===== config.mk =====
export PLATFORM = sky130hd
export DESIGN_NAME = spi_slave_bus_capture
export DESIGN_NICKNAME = d
export VERILOG_FILES = /design/src/rtl/spi_globals_pkg.sv /design/src/rtl/spi_capture_fifo.sv /design/src/rtl/spi_slave_bus_capture.sv
export SDC_FILE = /design/constraint.sdc
export NUM_CORES = 1
export LEC_CHECK = 0
export BUFFER_PORTS_ARGS = -buffer_cell sky130_fd_sc_hd__buf_2
export CAP_MARGIN = 20
export CORE_MARGIN = 3
export CORE_UTILIZATION = 40
export CTS_BUF_LIST = sky130_fd_sc_hd__clkbuf_4 sky130_fd_sc_hd__clkbuf_8 sky130_fd_sc_hd__clkbuf_16
export CTS_CLUSTER_DIAMETER = 80
export DETAILED_ROUTE_END_ITERATION = 6
export SKIP_CTS_REPAIR_TIMING = 1
export SLEW_MARGIN = 20
export SYNTH_ARGS = -nofsm -noshare
export SYNTH_HDL_FRONTEND = slang
export SYNTH_HIERARCHICAL = 1
export SYNTH_SLANG_ARGS = --single-unit
export TNS_END_PERCENT = 1

===== constraint.sdc =====
create_clock -name pclk -period 23.8 [get_ports pclk]
set_input_delay 4.76 -clock pclk [delete_from_list [all_inputs] [get_ports pclk]]
set_output_delay 4.76 -clock pclk [all_outputs]
set_load 0.01 [all_outputs]

===== src/rtl/spi_globals_pkg.sv =====
// spi_globals_pkg: shared constants, capture entry layout and FSM states for the SPI bus capture stage.
package spi_globals_pkg;
  localparam int SPI_CHAR_LENGTH = 8;
  localparam int SPI_MAX_CHAR = 32;
  localparam int SPI_CNT_W = 6;
  // Entries are sized for the widest legal character; the top slices them down.
  typedef struct packed {
    logic [SPI_MAX_CHAR-1:0] mosi_data;
    logic [SPI_MAX_CHAR-1:0] miso_data;
    logic [SPI_CNT_W-1:0]    bit_count;
    logic                    frame_end;
  } spi_capture_entry_s;
  typedef enum logic [1:0] {IDLE, ACTIVE, CLOSE} spi_state_e;
endpackage


===== src/rtl/spi_capture_fifo.sv =====
// spi_capture_fifo: synchronous entry FIFO that drops pushes when full and flags a sticky overflow.
module spi_capture_fifo
  import spi_globals_pkg::*;
#(
  parameter int DEPTH = 4,
  localparam int AW = $clog2(DEPTH)
) (
  input  logic               clk,
  input  logic               rst,
  input  logic               push,
  input  spi_capture_entry_s push_data,
  input  logic               pop,
  output spi_capture_entry_s head,
  output logic               empty,
  output logic               overflow
);
  spi_capture_entry_s mem_q [DEPTH];
  spi_capture_entry_s mem_d [DEPTH];
  logic [AW-1:0] wp_q, wp_d, rp_q, rp_d;
  logic [AW:0] cnt_q, cnt_d;
  logic ovf_q, ovf_d, rd, wr;
  always_comb begin
    empty = cnt_q == '0;
    rd = pop & ~empty;
    wr = push & ((cnt_q != (AW+1)'(DEPTH)) | rd);
    mem_d = mem_q;
    if (wr) mem_d[wp_q] = push_data;
    wp_d = wp_q + AW'(wr);
    rp_d = rp_q + AW'(rd);
    cnt_d = cnt_q + (AW+1)'(wr) - (AW+1)'(rd);
    ovf_d = ovf_q | (push & ~wr);
  end
  always_ff @(posedge clk or posedge rst) begin
    if (rst) begin
      mem_q <= '{default: '0};
      wp_q <= '0;
      rp_q <= '0;
      cnt_q <= '0;
      ovf_q <= 1'b0;
    end else begin
      mem_q <= mem_d;
      wp_q <= wp_d;
      rp_q <= rp_d;
      cnt_q <= cnt_d;
      ovf_q <= ovf_d;
    end
  end
  assign head = mem_q[rp_q];
  assign overflow = ovf_q;
endmodule


===== src/rtl/spi_slave_bus_capture.sv =====
// spi_slave_bus_capture: oversamples raw SPI pins and queues whole MOSI/MISO characters per CS frame.
module spi_slave_bus_capture
  import spi_globals_pkg::*;
#(
  parameter int CHAR_LENGTH = SPI_CHAR_LENGTH,
  parameter int FIFO_DEPTH = 4,
  localparam int BCW = $clog2(CHAR_LENGTH + 1)
) (
  input  logic                   pclk,
  input  logic                   areset,
  input  logic                   cpol,
  input  logic                   cpha,
  input  logic                   msb_first,
  input  logic                   cs_n,
  input  logic                   sclk,
  input  logic                   mosi,
  input  logic                   miso,
  output logic                   out_valid,
  input  logic                   out_ready,
  output logic [CHAR_LENGTH-1:0] out_mosi_data,
  output logic [CHAR_LENGTH-1:0] out_miso_data,
  output logic [BCW-1:0]         out_bit_count,
  output logic                   out_frame_end,
  output logic                   frame_active,
  output logic                   overflow
);
  logic [3:0] s1_q, s1_d, s2_q, s2_d;
  logic [1:0] dly_q, dly_d;
  logic primed_q, primed_d, armed_q, armed_d;
  spi_state_e state_q, state_d;
  logic cpol_q, cpol_d, cpha_q, cpha_d, msb_q, msb_d;
  logic [BCW-1:0] cnt_q, cnt_d;
  logic [CHAR_LENGTH-1:0] mosi_q, mosi_d, miso_q, miso_d;
  logic rise, fall, samp, cs_rise, push, empty, unused_hi;
  spi_capture_entry_s entry, head;
  // Synced pins are {cs_n, sclk, mosi, miso}; armed needs cs_n seen high after reset so a frame
  // already in progress at reset release is never picked up mid-character.
  always_comb begin
    s1_d = {cs_n, sclk, mosi, miso};
    s2_d = s1_q;
    dly_d = s2_q[3:2];
    rise = s2_q[2] & ~dly_q[0];
    fall = ~s2_q[2] & dly_q[0];
    cs_rise = s2_q[3] & ~dly_q[1];
    samp = (cpol_q ^ cpha_q) ? fall : rise;
    primed_d = 1'b1;
    armed_d = armed_q | (primed_q & s1_q[3]);
    state_d = state_q;
    cpol_d = cpol_q;
    cpha_d = cpha_q;
    msb_d = msb_q;
    cnt_d = cnt_q;
    mosi_d = mosi_q;
    miso_d = miso_q;
    push = 1'b0;
    entry = '0;
    case (state_q)
      IDLE: if (armed_q && !s2_q[3]) begin
        state_d = ACTIVE;
        armed_d = 1'b0;
        cpol_d = cpol;
        cpha_d = cpha;
        msb_d = msb_first;
        cnt_d = '0;
        mosi_d = '0;
        miso_d = '0;
      end
      ACTIVE: begin
        if (samp) begin
          mosi_d = msb_q ? {mosi_q[CHAR_LENGTH-2:0], s2_q[1]} : mosi_q | (CHAR_LENGTH'(s2_q[1]) << cnt_q);
          miso_d = msb_q ? {miso_q[CHAR_LENGTH-2:0], s2_q[0]} : miso_q | (CHAR_LENGTH'(s2_q[0]) << cnt_q);
          cnt_d = cnt_q + 1'b1;
          if (cnt_d == BCW'(CHAR_LENGTH)) begin
            push = 1'b1;
            entry = '{SPI_MAX_CHAR'(mosi_d), SPI_MAX_CHAR'(miso_d), SPI_CNT_W'(cnt_d), 1'b0};
            cnt_d = '0;
            mosi_d = '0;
            miso_d = '0;
          end
        end
        if (cs_rise) state_d = CLOSE;
      end
      CLOSE: begin
        push = 1'b1;
        entry = '{SPI_MAX_CHAR'(mosi_q), SPI_MAX_CHAR'(miso_q), SPI_CNT_W'(cnt_q), 1'b1};
        state_d = IDLE;
      end
      default: state_d = IDLE;
    endcase
  end
  always_ff @(posedge pclk or posedge areset) begin
    if (areset) begin
      s1_q <= 4'b1000;
      s2_q <= 4'b1000;
      dly_q <= 2'b10;
      primed_q <= 1'b0;
      armed_q <= 1'b0;
      state_q <= IDLE;
      cpol_q <= 1'b0;
      cpha_q <= 1'b0;
      msb_q <= 1'b0;
      cnt_q <= '0;
      mosi_q <= '0;
      miso_q <= '0;
    end else begin
      s1_q <= s1_d;
      s2_q <= s2_d;
      dly_q <= dly_d;
      primed_q <= primed_d;
      armed_q <= armed_d;
      state_q <= state_d;
      cpol_q <= cpol_d;
      cpha_q <= cpha_d;
      msb_q <= msb_d;
      cnt_q <= cnt_d;
      mosi_q <= mosi_d;
      miso_q <= miso_d;
    end
  end
  spi_capture_fifo #(.DEPTH(FIFO_DEPTH)) u_fifo (
    .clk(pclk),
    .rst(areset),
    .push(push),
    .push_data(entry),
    .pop(out_valid & out_ready),
    .head(head),
    .empty(empty),
    .overflow(overflow)
  );
  assign out_valid = ~empty;
  assign out_mosi_data = head.mosi_data[CHAR_LENGTH-1:0];
  assign out_miso_data = head.miso_data[CHAR_LENGTH-1:0];
  assign out_bit_count = head.bit_count[BCW-1:0];
  assign out_frame_end = head.frame_end;
  assign frame_active = state_q == ACTIVE;
  assign unused_hi = ^{head.mosi_data >> CHAR_LENGTH, head.miso_data >> CHAR_LENGTH, head.bit_count >> BCW};
endmodule


Word-level counts from Yosys, hierarchy flattened
Cells that the tools add are included.

cells by class
  add/subtract/negate cells = 5
  magnitude comparators = 3
  eq/ne operators = 7
  shift operators = 2
  mux-type cells = 31
  bitwise gates (word level) = 21
  reduce and logical (&&, ||, !) cells = 9

operators with widths
  operator                                                         count
  284-bit bitwise mux                                              1
  47-bit 2-to-1 mux                                                4
  71-bit binary-select mux with 2-bit select                       1
  71-bit demux with 2-bit select                                   1
  47-bit one-hot mux with 2 select lines                           1
  71-bit 2-to-1 mux                                                1
  8-bit 2-to-1 mux                                                 7
  8-bit one-hot mux with 2 select lines                            2
  8-bit OR                                                         2
  1-bit by 4-bit left shift with 8-bit output                      2
  4-bit 2-to-1 mux                                                 3
  1-bit bitwise AND                                                8
  4-bit one-hot mux with 2 select lines                            1
  3-bit greater-or-equal comparator, second input constant         2
  2-bit NOT with 3-bit output                                      2
  1-bit 2-to-1 mux                                                 5
  1-bit NOT                                                        5
  2-bit by 1-bit adder with 2-bit output                           2
  4-bit by 1-bit adder with 4-bit output, second input constant    1
  4-bit == test, second input constant                             1
  2-bit 2-to-1 mux                                                 2
  2-bit by 1-bit != test with 1-bit output, second input constant  2
  2-bit one-hot mux with 2 select lines                            1
  2-bit AND reduction                                              2
  other kinds (16)                                                 19

storage, ports and cells
  register bits = 329
  bits of input ports = 10
  output and inout port bits = 24
  logic and storage cells = 110

Longest topological paths before layout
  depth in word-level cells = 9
  depth in mapped cells = 13

Hierarchy
The synthesis kept the hierarchy.

modules (own cells, without submodules)
  module                 instances  cells each  area each (um^2)  seq. area each (um^2)
  spi_capture_fifo       1          718         12,858.6          7,307.0
  spi_slave_bus_capture  1          234         2,049.5           929.6

Worst setup path after synthesis
Ideal clock, no wire load.

  path kind = input-to-reg
  start point = in out_ready
  end point = reg u_fifo.cnt_q[2]
  arrival = 6,332 ps
  required time = 23,677 ps
  path slack = 17,345 ps
  stages on the path = 9
  cell sequence = nor2b_1 -> nor4b_4 -> nand2b_1 -> ha_1 -> inv_1 -> ha_1 -> fa_1 -> xnor2_1 -> xnor2_1

on the way
  cells in the longest elaborated chain, start to end = 6

ends and longest elaborated chain
  item                                           RTL line                      text
  start, declared                                spi_slave_bus_capture.sv:19   input logic out_ready,
  1-bit bitwise AND *                            spi_slave_bus_capture.sv:125  .pop(out_valid & out_ready),
  1-bit bitwise AND *                            spi_capture_fifo.sv:24        rd = pop & ~empty;
  1-bit OR                                       spi_capture_fifo.sv:25        wr = push & ((cnt_q != (AW+1)'(DEPTH)) | rd);
  1-bit bitwise AND                              spi_capture_fifo.sv:25
  3-bit by 1-bit adder with 3-bit output         spi_capture_fifo.sv:30        cnt_d = cnt_q + (AW+1)'(wr) - (AW+1)'(rd);
  3-bit by 1-bit subtractor with 3-bit output *  spi_capture_fifo.sv:30
  net u_fifo.cnt_d[2]                            spi_capture_fifo.sv:20        logic [AW:0] cnt_q, cnt_d;
  end signal, assigned                           spi_capture_fifo.sv:44        cnt_q <= cnt_d;
  end, declared                                  spi_capture_fifo.sv:20

Mark *: on every way through the listed nets, which the timed path passes. The rest lies on a longest branch.
A chain may end at the register's enable or synchronous reset.

Worst setup path in the final report
  start point = reg u_fifo.rp_q[0]
  end point = out out_mosi_data[5]

on the way
  cells in the longest elaborated chain, start to end = 4

ends and longest elaborated chain
  item                                                   RTL line                     text
  start, declared                                        spi_capture_fifo.sv:19       logic [AW-1:0] wp_q, wp_d, rp_q, rp_d;
  start signal, assigned                                 spi_capture_fifo.sv:43       rp_q <= rp_d;
  2-bit NOT with 3-bit output (implied by the code)      spi_capture_fifo.sv:48       assign head = mem_q[rp_q];
  71-bit binary-select mux with 2-bit select             spi_capture_fifo.sv:48
  47-bit 2-to-1 mux (implied by the code) (2 in series)  spi_capture_fifo.sv:48
  end, declared                                          spi_slave_bus_capture.sv:20  output logic [CHAR_LENGTH-1:0] out_mosi_data,

No other way between the ends. The select of a mux whose other input is x is not followed.

==> results.cfg <==
[status]
status = completed

[critical_path]
cp-start-kind = flop
path_cells = buf_4 > mux4_2 > buf_2
r2r_slack_ps = 20210
max_stage_delay_ps = 740
worstSetupPathType = flop to output port
crit_family = flip-flops
cp-end-kind = output port
timing.critical_path.buf_inv = 2
cp.required_ps = 19040
critical_path.slowest_cell = dfrtp_1
cp_data_arrival_time_ps = 2220
path_max_fanout = 13

[synthesis]
synth_nets = 509
syn_area_sq_um = 6250
synth_cells = 488
yosysWarnings = 6
avgSynthCellArea_sq_um = 12.8

[timing]
finalCritPeriodShare = 0.293
period_needed_ps = 6980
rsz0062_at_grt = no
fmax_ghz = 0.143
hold_viol = 0
setup_violations = 0
tns_ps = 0
worst_pin_slew_ps = 976
maxSlewHeadroom = 0.349
skew_ps = 6.58
slew_violations = 0

[route]
drcViolationCount = 0
drtIter0Drc = 270
routed_via_density = 5.22
detail-route-antenna-nets = 0
dr.pass1.iters = 6
routedWlPerCell_microns = 16.8
vias = 3787
routed_wl_microns = 12200

[power_and_ir_drop]
p_leak_uw = 0.00335
p_int_uw = 446
p_switching_uw = 206
p_sw_frac = 0.316
p_comb_frac = 0.209
p_seq_frac = 0.413
powerDensity_nw_per_um2 = 92.0
clock_power_share = 0.378
peakVddDrop_mv = 0.0530

[die]
rows = 45
die_y_microns = 131
die_x_microns = 131
core-area_sq_um = 15300
die-area_sq_um = 17200
pin_count = 34
initial_utilization = 0.410

[clock_network]
cts.htree.levels = 4
cts_tree = done
cts_buffers = 17
clk_latency_ps = 410
root_buffer = clkbuf_16
clkSlewWorstSetupHoldPaths_ps = 60
clock_path_buffers = 2
cts.sinks = 129

[layout]
seqCellArea_sq_um = 3230
nFillCells = 1361
drive_above_1_share = 0.379
synthToLayoutAreaGrowth_pct = 13.2
final_cell_area_sq_um = 7080
multiInputGateArea_sq_um = 2750
layout_common_cells = 126 x dfrtp_1, 66 x mux2_2, 41 x nand2_1
nNetsFinal = 523
final_common_cell = dfrtp_1
n_antenna_cell = 0

[place]
numPortBuffers = 33
gp_congestion = 0.796
hpwlAfterDp_microns = 8030
placed_area_sq_um = 6510

[run]
maxCapViolCount = 0

[min_path]
hold_class = flop to flop

[global_routing]
grt_pass1_wl_microns = 20400
grt_pass1_vias = 3866
grt_overflow = 0
grt_use_total = 0.155
grt_start_max_net_pins = 66
antenna_found_initial = 0
## worst register-to-register path, cell delays in order (launching register included)
cell and delay, ps:
dfrtp_1 540, and2_1 350, nand3b_2 160, o22ai_4 310, a21oi_1 120, nor2b_1 410
nand2_1 170, nor3_2 700, buf_4 350, mux2_2 360
## area by class of cell
| type | instances | share of cell area |
|---|---|---|
| Timing Repair Buffer | 41 | 0.0318 |
| Sequential cell | 129 | 0.456 |
| Clock buffer | 20 | 0.0650 |
| Clock inverter | 12 | 0.0155 |
| Inverter | 12 | 0.00654 |
| Tap cell | 211 | 0.0373 |
| Multi-Input combinational cell | 301 | 0.388 |
## routing by layer
layer  vias to the layer above  share of wire  track usage
met5                         -              0            0
met4                         0          0.011       0.0460
met3                        14          0.037       0.0419
met2                        81           0.48        0.241
met1                      1940           0.47        0.213
li1                       1752              -            -
## state kept, by name, indices dropped and copies added, names as in the netlist
register,flops
primed_q,1
u_fifo/mem_q,84
dly_q,2
armed_q,1
miso_q,8
cnt_q,4
cpol_q,1
u_fifo/rp_q,2
s1_q,4
state_q,2
s2_q,4
u_fifo/cnt_q,3
u_fifo/wp_q,2
msb_q,1
cpha_q,1
u_fifo/overflow,1
mosi_q,8
## path summary, 6_finish.rpt
| check | to | depth (start not counted) | start |
|---|---|---|---|
| worst max-delay path | out_mosi_data[5] | 3 | u_fifo/rp_q[0] |
| worst min-delay path | s2_q[2] | 0 | s1_q[2] |
| worst max register to register | u_fifo/mem_q[144] | 9 | cnt_q[0] |
| worst min register to register | s2_q[2] | 0 | s1_q[2] |
| max in group asynchronous | u_fifo/mem_q[7] | 3 | areset |
| min in group asynchronous | u_fifo/mem_q[257] | 2 | areset |
## metrics by stage
stage | util | hold slack [ps] | worst slack, ps | instances | total power, uW
2_1_floorplan | - | 331 | 16650 | 488 | 383
3_3_place_gp | 0.427 | 333 | 16920 | 694 | 406
3_5_place_dp | 0.427 | 335 | 16860 | 694 | 411
4_1_cts | 0.464 | 348 | 16750 | 726 | 661
5_1_grt | 0.464 | 352 | 16680 | 726 | 691
6_report | 0.464 | 346 | 16820 | 726 | 652
## power groups by stage
stage	registers [uW]	logic (uW)	clock network [uW]
final	269	136	246
after global routing	273	154	264
after CTS	269	138	253
after detailed placement	273	138	0
after global placement	271	135	0
after floorplan	254	129	0
Note: power is estimated with default switching activity, not from simulation.
